$ cat src/rtl/ethrx_filt.sv
// Ethernet receive-frame engine: strips preamble/SFD from a GMII byte stream, filters on
// destination address, packs bytes little-endian into BW-byte buffer words and checks length/CRC.
module ethrx_filt #(
    parameter int BW     = 4,
    parameter int AW     = 9,
    parameter int NADDR  = 2,
    parameter int PRELEN = 7,
    parameter int MINLEN = 64,
    parameter int MAXLEN = 1518
) (
    input  logic                  clk,
    input  logic                  clr,
    input  logic                  rxena,
    input  logic [7:0]            datain,
    input  logic                  rxdv,
    input  logic                  rxer,
    input  logic [31:0]           crc,
    input  logic                  rxdone,
    input  logic                  promisc,
    input  logic                  allmulti,
    input  logic [48*NADDR-1:0]   staddr,
    input  logic [NADDR-1:0]      staen,
    output logic [10:0]           rxcntb,
    output logic [AW-1:0]         rxbaddr,
    output logic [8*BW-1:0]       rxbdata,
    output logic                  rxwrn,
    output logic                  rxrdy,
    output logic                  rxdrop,
    output logic                  crcen,
    output logic                  crcre,
    output logic                  err_gen,
    output logic                  err_crc,
    output logic                  err_len
);

    localparam int          IW          = $clog2(BW);
    localparam int          PW          = $clog2(PRELEN + 1);
    localparam logic [31:0] CRC_RESIDUE = 32'hC704DD7B;
    localparam logic [10:0] MAXCNT      = 11'(MAXLEN);
    localparam logic [10:0] MINCNT      = 11'(MINLEN);

    typedef enum logic [2:0] {
        IDLE, PRE, SFD, DATA, FLUSH, CHK, FINISH, DISCARD
    } state_t;

    state_t state, state_nxt;

    logic [10:0]     rxcntb_nxt;
    logic [AW-1:0]   rxbaddr_nxt;
    logic [8*BW-1:0] rxbdata_nxt;
    logic            rxwrn_nxt, rxrdy_nxt, rxdrop_nxt, crcen_nxt, crcre_nxt;
    logic            err_gen_nxt, err_crc_nxt, err_len_nxt;
    logic [PW-1:0]   precnt, precnt_nxt;
    logic [IW-1:0]   bidx, bidx_nxt;
    logic            rxdv_p0;
    logic [8*BW-1:0] wbuf_p0, wbuf_nxt;
    logic [39:0]     dest_p0, dest_nxt;
    logic [47:0]     dest_now;
    logic            accept;

    function automatic logic [10:0] sat_inc(input logic [10:0] v);
        if (v >= MAXCNT) return MAXCNT;
        return v + 11'd1;
    endfunction

    function automatic logic [10:0] sat_sub4(input logic [10:0] v);
        if (v < 11'd4) return 11'd0;
        return v - 11'd4;
    endfunction

    // Destination address completes with the byte currently on datain (6th frame byte).
    always_comb begin
        dest_now = {dest_p0, datain};
        accept   = promisc | (dest_now == 48'hFFFF_FFFF_FFFF) | (dest_now[40] & allmulti);
        for (int i = 0; i < NADDR; i++) begin
            if (staen[i] && (staddr[48*i +: 48] == dest_now)) accept = 1'b1;
        end
    end

    always_comb begin
        state_nxt   = state;
        rxcntb_nxt  = rxcntb;
        rxbaddr_nxt = rxbaddr;
        rxbdata_nxt = rxbdata;
        rxwrn_nxt   = 1'b0;
        rxrdy_nxt   = rxrdy;
        rxdrop_nxt  = 1'b0;
        crcen_nxt   = crcen;
        crcre_nxt   = crcre;
        err_gen_nxt = err_gen;
        err_crc_nxt = err_crc;
        err_len_nxt = err_len;
        precnt_nxt  = precnt;
        bidx_nxt    = bidx;
        wbuf_nxt    = wbuf_p0;
        dest_nxt    = dest_p0;

        case (state)
            IDLE: begin
                crcre_nxt   = 1'b1;
                crcen_nxt   = 1'b0;
                rxcntb_nxt  = '0;
                rxbaddr_nxt = '1;
                precnt_nxt  = '0;
                bidx_nxt    = '0;
                // Only a byte following an idle (rxdv low) cycle may open a frame.
                if (rxdv) begin
                    if (rxena && !rxdv_p0 && datain == 8'h55) begin
                        err_gen_nxt = 1'b0;
                        err_crc_nxt = 1'b0;
                        err_len_nxt = 1'b0;
                        precnt_nxt  = PW'(1);
                        state_nxt   = (PRELEN == 1) ? SFD : PRE;
                    end else begin
                        state_nxt = DISCARD;
                    end
                end
            end

            PRE: begin
                if (rxdv && !rxer && datain == 8'h55) begin
                    if (precnt == PW'(PRELEN - 1)) state_nxt = SFD;
                    else                           precnt_nxt = precnt + 1'b1;
                end else begin
                    err_gen_nxt = 1'b1;
                    state_nxt   = DISCARD;
                end
            end

            SFD: begin
                if (rxdv && !rxer && datain == 8'hD5) begin
                    crcen_nxt = 1'b1;
                    crcre_nxt = 1'b0;
                    bidx_nxt  = '0;
                    wbuf_nxt  = '0;
                    state_nxt = DATA;
                end else begin
                    err_gen_nxt = 1'b1;
                    state_nxt   = DISCARD;
                end
            end

            DATA: begin
                if (!rxdv) begin
                    crcen_nxt = 1'b0;
                    if (bidx != '0) begin
                        // Upper lanes of wbuf are already zero; the flush write is issued here.
                        rxbdata_nxt = wbuf_p0;
                        rxbaddr_nxt = rxbaddr + 1'b1;
                        rxwrn_nxt   = 1'b1;
                        state_nxt   = FLUSH;
                    end else begin
                        state_nxt = CHK;
                    end
                end else if (rxer) begin
                    err_gen_nxt = 1'b1;
                    crcen_nxt   = 1'b0;
                    state_nxt   = DISCARD;
                end else if (rxcntb == 11'd5 && !accept) begin
                    rxdrop_nxt = 1'b1;
                    crcen_nxt  = 1'b0;
                    state_nxt  = DISCARD;
                end else begin
                    dest_nxt = dest_now[39:0];
                    if (rxcntb == MAXCNT) begin
                        err_len_nxt = 1'b1;
                    end else begin
                        rxcntb_nxt = sat_inc(rxcntb);
                        if (bidx == IW'(BW - 1)) begin
                            rxbdata_nxt                 = wbuf_p0;
                            rxbdata_nxt[8*(BW-1) +: 8]  = datain;
                            rxbaddr_nxt                 = rxbaddr + 1'b1;
                            rxwrn_nxt                   = 1'b1;
                            wbuf_nxt                    = '0;
                            bidx_nxt                    = '0;
                        end else begin
                            wbuf_nxt[8*bidx +: 8] = datain;
                            bidx_nxt              = bidx + 1'b1;
                        end
                    end
                end
            end

            FLUSH: state_nxt = CHK;

            CHK: begin
                rxcntb_nxt = sat_sub4(rxcntb);
                if (crc != CRC_RESIDUE) err_crc_nxt = 1'b1;
                if (rxcntb < MINCNT)    err_len_nxt = 1'b1;
                rxrdy_nxt = 1'b1;
                state_nxt = FINISH;
            end

            FINISH: begin
                if (rxdone) begin
                    rxrdy_nxt = 1'b0;
                    state_nxt = DISCARD;
                end
            end

            DISCARD: begin
                crcen_nxt = 1'b0;
                if (!rxdv) begin
                    crcre_nxt   = 1'b1;
                    rxcntb_nxt  = '0;
                    rxbaddr_nxt = '1;
                    state_nxt   = IDLE;
                end
            end

            default: state_nxt = IDLE;
        endcase
    end

    // Stage p0: control state and all visible outputs.
    always_ff @(posedge clk) begin
        if (clr) begin
            state   <= IDLE;
            rxcntb  <= '0;
            rxbaddr <= '1;
            rxbdata <= '0;
            rxwrn   <= 1'b0;
            rxrdy   <= 1'b0;
            rxdrop  <= 1'b0;
            crcen   <= 1'b0;
            crcre   <= 1'b1;
            err_gen <= 1'b0;
            err_crc <= 1'b0;
            err_len <= 1'b0;
            precnt  <= '0;
            bidx    <= '0;
            rxdv_p0 <= 1'b1;
        end else begin
            state   <= state_nxt;
            rxcntb  <= rxcntb_nxt;
            rxbaddr <= rxbaddr_nxt;
            rxbdata <= rxbdata_nxt;
            rxwrn   <= rxwrn_nxt;
            rxrdy   <= rxrdy_nxt;
            rxdrop  <= rxdrop_nxt;
            crcen   <= crcen_nxt;
            crcre   <= crcre_nxt;
            err_gen <= err_gen_nxt;
            err_crc <= err_crc_nxt;
            err_len <= err_len_nxt;
            precnt  <= precnt_nxt;
            bidx    <= bidx_nxt;
            rxdv_p0 <= rxdv;
        end
    end

    // Stage p0: packing and address shift registers, re-initialised at every SFD.
    always_ff @(posedge clk) begin
        wbuf_p0 <= wbuf_nxt;
        dest_p0 <= dest_nxt;
    end

endmodule

$ cat config.mk
export PLATFORM = sky130hd
export DESIGN_NAME = ethrx_filt
export DESIGN_NICKNAME = d
export VERILOG_FILES = /design/src/rtl/ethrx_filt.sv
export SDC_FILE = /design/constraint.sdc
export NUM_CORES = 1
export LEC_CHECK = 0
export BUFFER_PORTS_ARGS = -buffer_cell sky130_fd_sc_hd__buf_2
export CORE_ASPECT_RATIO = 0.75
export CORE_UTILIZATION = 46
export CTS_BUF_LIST = sky130_fd_sc_hd__clkbuf_16
export DETAILED_ROUTE_END_ITERATION = 10
export PLACE_DENSITY = 0.71
export SLEW_MARGIN = 20
export SYNTH_ARGS = -nofsm -noshare
export SYNTH_HDL_FRONTEND = slang
export SYNTH_SLANG_ARGS = --single-unit
$ cat constraint.sdc
create_clock -name clk -period 6 [get_ports clk]
set_input_delay 0.3 -clock clk [delete_from_list [all_inputs] [get_ports clk]]
set_output_delay 0.3 -clock clk [all_outputs]
set_load 0.05 [all_outputs]
==> qor.csv <==
stage,metric,value,unit
outcome,outcome,"finished, final reports clean",
finish,drive_gt1_share,24.57,%
logic_synthesis,yosysWarnings,0,
logic_synthesis,synth_area_leaders,"edfxtp_1 27%, dfxtp_1 17%, xor2_1 5.3%, xnor2_1 5.2%, nor2_1 5.0%",
logic_synthesis,synth-edff-count,72,
clock_tree,post_cts_buffers,0,
worst_setup_path,cp_num_buf_inv,1,
floorplanning,rows,41,
routing,drc,0,
worst_setup_path,worst_setup_path_start_kind,flip-flop,
placement,port_buffers,205,
min_path,whs_endpoint,rxrdy,
logic_synthesis,synthDistinctLibCells,67,
sta,fin_tns_setup,0,ns
worst_setup_path,critPathMaxStageDelay,0.52,ns
finish,area_growth,21.56,%
finish,final_cell_area,9826,um2
logic_synthesis,synth_area_leader_cell,edfxtp_1,
clock_tree,cts_hold_buf,0,
routing,drtIter0Drc,828,
power_and_ir_drop,vdd_drop_max,0.2228,mV
global_routing,use_met2,42.49,%
logic_synthesis,synthFlopType,edfxtp_1,
worst_setup_path,crit_family,simple AND/OR/NAND/NOR gates,
finish,layout.nets,1202,
clock_tree,clkSlewWorstSetupHoldPaths,0.06,ns
power_and_ir_drop,p_leak,4.058,nW
floorplanning,coreArea,16980,um2
routing,via_count,7455,
floorplanning,start_util,47.60,%
floorplanning,io_pins,206,
logic_synthesis,synthCells,848,
sta,setup_slack,2.440,ns
clock_tree,cts-root-buf,clkbuf_16,
routing,drt_first_pass_iters,6,
clock_tree,cts_tree,built,
placement,dpl.hpwl,19240,um
sta,final_hold_viol_count,0,
worst_setup_path,r2r_cells,9,
worst_setup_path,required,6.08,ns
worst_setup_path,crit_path_max_fanout,32,
worst_setup_path,path_class,reg -> reg,
clock_tree,clk_latency,0.43,ns
routing,detail_route.vias_per_cell,5.779,
clock_tree,clkSinkCount,141,
logic_synthesis,syn-cell-area,8083,um2
sta,drv_slew,0,
global_routing,antenna_found_initial,0,
clock_tree,cts_buffer_depth,2,
global_routing,grt_overflow,0,
job,maxCapViolations,0,
worst_setup_path,r2r_slack,2.44,ns
sta,maxSlewHeadroom,29.62,%
worst_setup_path,cpMaxStageDelayCell,nor2b_1,
logic_synthesis,synth_nets,1009,
power_and_ir_drop,p_total,2.659,mW
worst_setup_path,cp_data_arrival_time,3.64,ns
worst_setup_path,cp-end-kind,flip-flop,
sta,worst_clock_skew,0.01137,ns
global_routing,grt_pass1_wl,38510,um
worst_setup_path,r2r-end,wbuf_p0[17],
sta,finalSetupViolCount,0,
logic_synthesis,seq_area_frac_synth,43.84,%
global_routing,grtUsageTotal,28.45,%
routing,antenna_left,0,
clock_tree,cts_buffers,17,
sta,tightestPinTransition,1.052,ns
placement,routabilityCongestion,0.9516,
placement,place_ws,2.511,ns
finish,antennaDiodeCount,0,
finish,stdcell_count,1290,
placement,place_inst,1258,
sta,finalCritPeriodShare,59.33,%
routing,routed_wl,25660,um
global_routing,grt_pass1_vias,6669,
floorplanning,dieArea,18110,um2
placement,place_area,9271,um2
min_path,timing.hold.worst.start,rxdone,
finish,mostFrequentLayoutCell,buf_2,
finish,final_cell_mix,"205 x buf_2, 108 x nor2_1, 72 x edfxtp_1",
global_routing,busiest_layer,met2,
sta,holdWs,0.2268,ns
worst_setup_path,r2r-start,dest_p0[22],
global_routing,grtUsageMet3,8.542,%
floorplanning,die_y,116.8,um
worst_setup_path,path_cells,"xor2_1, nor4_1, nor4b_1, nand4_1, o211ai_1, nor2b_1, a31oi_1, nor3_2, buf_4",
sta,fmax,280.9,MHz
min_path,min_path_cells,4,
logic_synthesis,synth-seq-cells,141,
clock_tree,ctsResizeCount,0,
logic_synthesis,syn_avg_cell_area,9.532,um2
global_routing,grtUsageMet1,40.49,%
finish,utilization,57.87,%
logic_synthesis,synth_top_area_share,26.75,%
min_path,hold_class,in -> reg,
routing,routedWlPerCell,19.89,um
clock_tree,cts_htree_levels,4,
floorplanning,die_x,155.1,um
logic_synthesis,async_flop_share,0,%
global_routing,grt_max_degree,60,
sta,finalCriticalPeriod,3.560,ns
power_and_ir_drop,p_per_area,270.6,nW/um2
sta,grt_setup_unrepaired,no,
finish,nFillCells,1517,
==> how the worst max path moves through the flow <==
stage | startpoint | slack (ns) | cells after the start | endpoint
after detailed placement | dest_p0[22] | 2.51 | 9 | wbuf_p0[12]
after global routing | dest_p0[22] | 2.20 | 9 | wbuf_p0[19]
after global placement | dest_p0[22] | 2.50 | 9 | wbuf_p0[12]
final | dest_p0[22] | 2.44 | 9 | wbuf_p0[17]
after CTS | dest_p0[22] | 2.49 | 9 | wbuf_p0[1]
after floorplan | rxcntb[7] | 1.30 | 9 | wbuf_p0[0]
==> worst reg2reg max path: stages, from the launching register on <==
cell	delay, ns
edfxtp_1	0.45
xor2_1	0.24
nor4_1	0.28
nor4b_1	0.27
nand4_1	0.27
o211ai_1	0.45
nor2b_1	0.52
a31oi_1	0.18
nor3_2	0.13
buf_4	0.41
==> registers in the layout, summed over array words and instances (netlist names), 2 cells and up <==
signal / cells
bidx: 2
wbuf_p0: 32
rxbaddr: 9
dest_p0: 40
rxbdata: 32
precnt: 3
state: 3
rxcntb: 11
==> synth_stat cells, drive strengths merged, types with 6 or more instances <==
cell type and number:
a211oi 9, a21oi 66, and2 6, and3 6
and4 6, buf 13, clkbuf 25, dfxtp 69
edfxtp 72, ha 15, inv 17, mux2 8
mux2i 36, nand2 32, nand2b 11, nand3 22
nand4 47, nor2 108, nor2b 40, nor3 21
nor4 32, o21ai 21, xnor2 48, xor2 49
==> power by group <==
part	internal, mW	switching [mW]	total (mW)
registers	1.05	0.0604	1.11
logic	0.190	0.359	0.550
clock network	0.558	0.440	0.998
total	1.80	0.860	2.66
==> per-layer routing <==
| metal | vias to the layer above | part of all wire [%] | wire, um |
|---|---|---|---|
| met1 | 3537 | 46 | 11750 |
| met4 | 0 | 1.1 | 289 |
| met2 | 381 | 43 | 10970 |
| met5 | - | 0 | 0 |
| li1 | 3511 | - | - |
| met3 | 26 | 10 | 2643 |
==> layout make-up <==
class                           count  area, um2  area share, %
Multi-Input combinational cell    652       4292          43.68
Sequential cell                   141       3543          36.06
Timing Repair Buffer              212       1079          10.98
Clock buffer                       18      450.4          4.584
Tap cell                          236      295.3          3.005
Clock inverter                     14      102.6          1.044
Inverter                           17      63.81         0.6494
==> kinds of logic (layout without fill, tap and decap cells) <==
| logic type | after synthesis | in the layout | share of synthesized area, % |
|---|---|---|---|
| AOI/OAI and AO/OA | 144 | 144 | 11.58 |
| adders and majority gates | 15 | 15 | 2.322 |
| DFF | 141 | 141 | 43.84 |
| xor gates and xnor gates | 97 | 97 | 10.51 |
| buffers and inverters | 55 | 261 | 3.142 |
| muxes | 44 | 44 | 5.573 |
| and+or+nand+nor | 352 | 352 | 23.03 |
Power figures use the tool's default switching activity.
